==> config.mk <==
export PLATFORM = sky130hd
export DESIGN_NAME = intersection_phase_scheduler
export DESIGN_NICKNAME = d
export VERILOG_FILES = /design/src/rtl/intersection_phase_scheduler.sv
export SDC_FILE = /design/constraint.sdc
export NUM_CORES = 1
export LEC_CHECK = 0
export BUFFER_PORTS_ARGS = -buffer_cell sky130_fd_sc_hd__buf_2
export CAP_MARGIN = 5
export CORE_MARGIN = 1
export CORE_UTILIZATION = 30
export CTS_CLUSTER_SIZE = 30
export DETAILED_ROUTE_END_ITERATION = 12
export GPL_TIMING_DRIVEN = 0
export PLACE_DENSITY = 0.48
export SLEW_MARGIN = 30
export SYNTH_ARGS = -nofsm -noshare
export SYNTH_HDL_FRONTEND = slang
export SYNTH_SLANG_ARGS = --single-unit
==> constraint.sdc <==
create_clock -name clk -period 3.4 [get_ports clk]
set_input_delay 0.51 -clock clk [delete_from_list [all_inputs] [get_ports clk]]
set_output_delay 0.51 -clock clk [all_outputs]
set_load 0.01 [all_outputs]
==> src/rtl/intersection_phase_scheduler.sv <==
// Demand-actuated highway/side-road phase scheduler with round-robin request arbitration.
// Define PED_CROSSING_EN to compile in the pedestrian crossing (ped_pend, last_srv, PED_WALK).
module intersection_phase_scheduler #(
  parameter int unsigned HWY_GREEN_MIN = 16,
  parameter int unsigned SIDE_GREEN    = 8,
  parameter int unsigned YELLOW        = 3,
  parameter int unsigned ALL_RED       = 2,
  parameter int unsigned WALK          = 6,
  parameter int unsigned CNT_W         = 5
) (
  input  logic       clk,
  input  logic       rst,
  input  logic       side_req,
  input  logic       ped_req,
  output logic [2:0] highway,
  output logic [2:0] side_road,
  output logic       walk,
  output logic [2:0] phase
);

  typedef enum logic [2:0] {
    StHwyG    = 3'd0,
    StHwyY    = 3'd1,
    StClr1    = 3'd2,
    StSideG   = 3'd3,
    StSideY   = 3'd4,
    StClr2    = 3'd5,
    StPedWalk = 3'd6
  } state_e;

  localparam logic [CNT_W-1:0] HwyLast  = CNT_W'(HWY_GREEN_MIN - 1);
  localparam logic [CNT_W-1:0] SideLast = CNT_W'(SIDE_GREEN - 1);
  localparam logic [CNT_W-1:0] YelLast  = CNT_W'(YELLOW - 1);
  localparam logic [CNT_W-1:0] RedLast  = CNT_W'(ALL_RED - 1);

  state_e           state_q, state_d;
  logic [CNT_W-1:0] cnt_q, cnt_d;
  logic             side_pend_q, side_pend_d;
  logic             side_dem, grant_side, hwy_exit, take_grant;
  logic [2:0]       highway_d, side_road_d;
  logic             walk_d;

`ifdef PED_CROSSING_EN
  localparam logic [CNT_W-1:0] WalkLast = CNT_W'(WALK - 1);
  logic ped_pend_q, ped_pend_d;
  logic last_ped_q, last_ped_d;  // last_srv: 1 = pedestrian served last
  logic ped_dem;
`else
  logic unused_ped_req;
  assign unused_ped_req = ped_req;
`endif

  always_comb begin
    side_dem = side_pend_q | side_req;
`ifdef PED_CROSSING_EN
    ped_dem    = ped_pend_q | ped_req;
    hwy_exit   = (cnt_q == HwyLast) && (side_dem || ped_dem);
    grant_side = side_dem && (!ped_dem || last_ped_q);
`else
    hwy_exit   = (cnt_q == HwyLast) && side_dem;
    grant_side = side_dem;
`endif
    take_grant = (state_q == StHwyG) && hwy_exit;

    state_d = state_q;
    unique case (state_q)
      StHwyG:  if (hwy_exit) state_d = StHwyY;
      StHwyY:  if (cnt_q == YelLast) state_d = StClr1;
      StClr1: begin
        if (cnt_q == RedLast) begin
`ifdef PED_CROSSING_EN
          // last_ped_q was updated on the grant edge, so it names the current grantee
          state_d = last_ped_q ? StPedWalk : StSideG;
`else
          state_d = StSideG;
`endif
        end
      end
      StSideG: if (cnt_q == SideLast) state_d = StSideY;
      StSideY: if (cnt_q == YelLast) state_d = StClr2;
      StClr2:  if (cnt_q == RedLast) state_d = StHwyG;
`ifdef PED_CROSSING_EN
      StPedWalk: if (cnt_q == WalkLast) state_d = StClr2;
`endif
      default: state_d = StHwyG;
    endcase

    if (state_d != state_q) begin
      cnt_d = '0;
    end else if (state_q == StHwyG && cnt_q == HwyLast) begin
      cnt_d = cnt_q;
    end else begin
      cnt_d = cnt_q + CNT_W'(1);
    end

    side_pend_d = (side_pend_q | (side_req && state_q != StSideG && state_q != StSideY))
                  & ~(take_grant & grant_side);
`ifdef PED_CROSSING_EN
    ped_pend_d = (ped_pend_q | (ped_req && state_q != StPedWalk)) & ~(take_grant & ~grant_side);
    last_ped_d = take_grant ? ~grant_side : last_ped_q;
`endif

    highway_d   = 3'b100;
    side_road_d = 3'b100;
    walk_d      = 1'b0;
    unique case (state_d)
      StHwyG:    highway_d   = 3'b001;
      StHwyY:    highway_d   = 3'b010;
      StSideG:   side_road_d = 3'b001;
      StSideY:   side_road_d = 3'b010;
`ifdef PED_CROSSING_EN
      StPedWalk: walk_d      = 1'b1;
`endif
      default:   ;
    endcase
  end

  always_ff @(posedge clk or negedge rst) begin
    if (!rst) begin
      state_q     <= StHwyG;
      cnt_q       <= '0;
      side_pend_q <= 1'b0;
`ifdef PED_CROSSING_EN
      ped_pend_q  <= 1'b0;
      last_ped_q  <= 1'b1;
`endif
      highway     <= 3'b001;
      side_road   <= 3'b100;
      walk        <= 1'b0;
    end else begin
      state_q     <= state_d;
      cnt_q       <= cnt_d;
      side_pend_q <= side_pend_d;
`ifdef PED_CROSSING_EN
      ped_pend_q  <= ped_pend_d;
      last_ped_q  <= last_ped_d;
`endif
      highway     <= highway_d;
      side_road   <= side_road_d;
      walk        <= walk_d;
    end
  end

  assign phase = state_q;

endmodule

==> flow_metrics.py <==
metrics = {
    "run_status": {
        "status": "finished, final reports clean",
    },
    "place": {
        "gp_congestion": 0.789,
        "placedInstanceArea_um2": 946,
        "placed_cells": 124,
        "place_ws_ns": 1.18,
        "place_hpwl_um": 1230,
        "io_buffers": 11,
    },
    "global_route": {
        "grt_util_met3_pct": 5.15,
        "grt_pass1_wl_um": 2900,
        "use_met1_pct": 18.1,
        "grt_pass1_vias": 592,
        "antenna_found_initial": 0,
        "grt_usage_pct": 12.6,
        "met2_usage_pct": 16.7,
        "top_usage_layer": "met1",
        "grt_max_degree": 16,
        "grt-ovfl-total": 0,
    },
    "die": {
        "placeableCoreArea_um2": 2590,
        "start_util_pct": 32.9,
        "die-area_um2": 3060,
        "die_w_um": 55.3,
        "io_pins": 14,
        "rows": 18,
        "die_height_um": 55.3,
    },
    "clock_network": {
        "htree_levels": 1,
        "ctsHoldBuffers": 0,
        "cts-root-buf": "clkbuf_4",
        "cts_resized": 0,
        "insertion_delay_ns": 0.29,
        "cts_tree": "yes",
        "post_cts_buffers": 0,
        "cts.sinks": 15,
        "cts_buffers": 3,
        "clk_pin_slew_worst_paths_ns": 0.09,
        "cts_max_path_buffers": 2,
    },
    "finish": {
        "drive_gt1_share_pct": 25.5,
        "final_util_pct": 37.6,
        "area_delta_synth_final_pct": 14.1,
        "final_cells": 128,
        "fin_area_um2": 973,
        "antenna_cells": 0,
        "finalNetCount": 107,
    },
    "synth": {
        "synth.area.mux_share_pct": 2.49,
        "yosysSeqAreaShare_pct": 44.3,
        "synthAdderAreaFrac_pct": 5.87,
        "ys_ff_latch": 15,
        "synth_top_family_by_area": "simple AND/OR/NAND/NOR gates",
        "synth_ff_type": "dfrtp_1",
        "ys_warn_count": 0,
        "synth_cell_types": 38,
        "synth_top_area_share_pct": 38.1,
        "post-synth-top-count-cell": "dfrtp_1",
        "synthCells": 83,
        "synth-simple-area-share_pct": 21.7,
        "netlist_top_cells_area": "dfrtp_1 (38%), dfstp_2 (6.2%), ha_1 (5.9%)",
        "synthXorXnorAreaFrac_pct": 3.08,
        "synth_edf_count": 0,
        "synth_area_um2": 853,
        "synth_area_leader_cell": "dfrtp_1",
        "async_reset_ff_share_pct": 100,
        "syn-mean-instance-area_um2": 10.3,
        "synth_commonest_cells": "dfrtp_1 (13), a21oi_1 (7), inv_1 (6)",
        "synth_compound_area_share_pct": 16.4,
        "syn_nets": 91,
    },
    "flow_run": {
        "max-cap-violations": 0,
    },
    "pwr": {
        "cellPowerDensity_nw_per_um2": 811,
        "ir_drop_mv": 0.325,
        "p_leak_nw": 0.443,
        "total_power_mw": 0.789,
    },
    "sta": {
        "hold_slack_ns": 0.108,
        "hold_viol": 0,
        "tns_ns": 0,
        "fin_crit_ns": 2.25,
        "max_slew.worst_pin.slew_ns": 0.487,
        "fmax_mhz": 444,
        "report.final.slew_viol_count": 0,
        "setup_viol": 0,
        "fin_crit_sh_pct": 66.2,
        "relSlewSlack_pct": 67.0,
        "finClkSkew_ns": 0.00465,
        "fin_ws_ns": 1.15,
        "rsz0062_at_grt": "no",
    },
    "critical_path": {
        "cp.required_ns": 3.59,
        "start_kind": "flip-flop",
        "endpoint": "side_road[1]",
        "cp-end-kind": "flip-flop",
        "ff2ff_setup_slack_ns": 1.15,
        "crit_arrival_ns": 2.44,
        "crit_start": "cnt_q[1]",
        "crit_type": "flip-flop to flip-flop",
        "r2r_start": "cnt_q[1]",
        "worstPathMaxFanout": 7,
        "reg2reg_depth": 8,
        "crit-reg2reg-capture": "side_road[1]",
    },
    "drt": {
        "vias_per_cell": 5.11,
        "drc": 0,
        "ant_nets": 0,
        "routed-via-count": 654,
        "wire_per_inst_um": 13.6,
        "routed_wl_um": 1740,
        "firstDrtPassIters": 4,
        "drt_iter0_markers": 21,
    },
    "worst_hold_path": {
        "hold_class": "primary input to asynchronous set/reset pin",
    },
}
## routing by layer
| metal | vias to the layer above | part of all wire [%] | wire, um |
|---|---|---|---|
| met5 | - | 0 | 0 |
| met4 | 0 | 1.4 | 24 |
| met3 | 4 | 6.9 | 121 |
| met2 | 19 | 40 | 703 |
| met1 | 305 | 51 | 895 |
| li1 | 326 | - | - |
## worst min-delay path by stage
stage	startpoint	endpoint	slack (ns)
final	rst	cnt_q[1]	0.11
after global routing	rst	cnt_q[1]	0.12
after CTS	rst	cnt_q[1]	0.11
after detailed placement	rst	highway[1]	0.45
after global placement	rst	highway[1]	0.44
after floorplan	rst	cnt_q[0]	0.21
## kinds of logic (layout without fill, tap and decap cells)
family,Yosys count,count (layout)
AO/OA/AOI/OAI,21,21
XOR/XNOR,3,3
adder cells (fa/ha/maj),4,4
buffers and inverters,12,27
flip-flops,15,15
multiplexers,2,2
other,1,1
AND/OR/NAND/NOR,25,25
## critical path, cell delays in order (launching register included)
cell and delay (ns):
dfrtp_1 0.43, ha_1 0.22, and3_2 0.19, ha_1 0.20
or4b_1 0.45, clkbuf_1 0.20, o2bb2ai_1 0.21, a221oi_2 0.08
and2_1 0.17
## report_power, final
group	switching (mW)	internal [mW]	total, mW	leakage [nW]
logic	0.216	0.156	0.372	0.239
registers	0.0608	0.252	0.312	0.186
clock network	0.0606	0.0438	0.104	0.0177
total	0.337	0.452	0.789	0.443
## placed cells by master (no fill, tap or decap), types with 2 or more instances in the layout
master / n
a21oi_1: 7
o21ai_1: 2
nor4b_4: 2
xor2_1: 2
inv_1: 6
nand2b_1: 4
a221oi_1: 2
nor3b_1: 2
o21ai_0: 3
buf_2: 11
ha_1: 4
nor2_1: 5
clkbuf_4: 3
dfrtp_1: 13
dfstp_2: 2
nand2_1: 3
clkbuf_1: 3
## sequential cells by signal (all words and copies together) (netlist names)
name	cells
side_road	3
phase	3
side_pend_q	1
cnt_q	5
highway	3
## layout make-up
cell class                      instances  area [um2]
Tap cell                               30        37.5
Multi-Input combinational cell         56         427
Buffer                                  5        22.5
Fill cell                             262        1620
Inverter                                7        26.3
Clock inverter                          1        5.00
Timing Repair Buffer                   11        55.1
Clock buffer                            3        22.5
Sequential cell                        15         378
No activity file was read; power rests on OpenSTA's default activity.
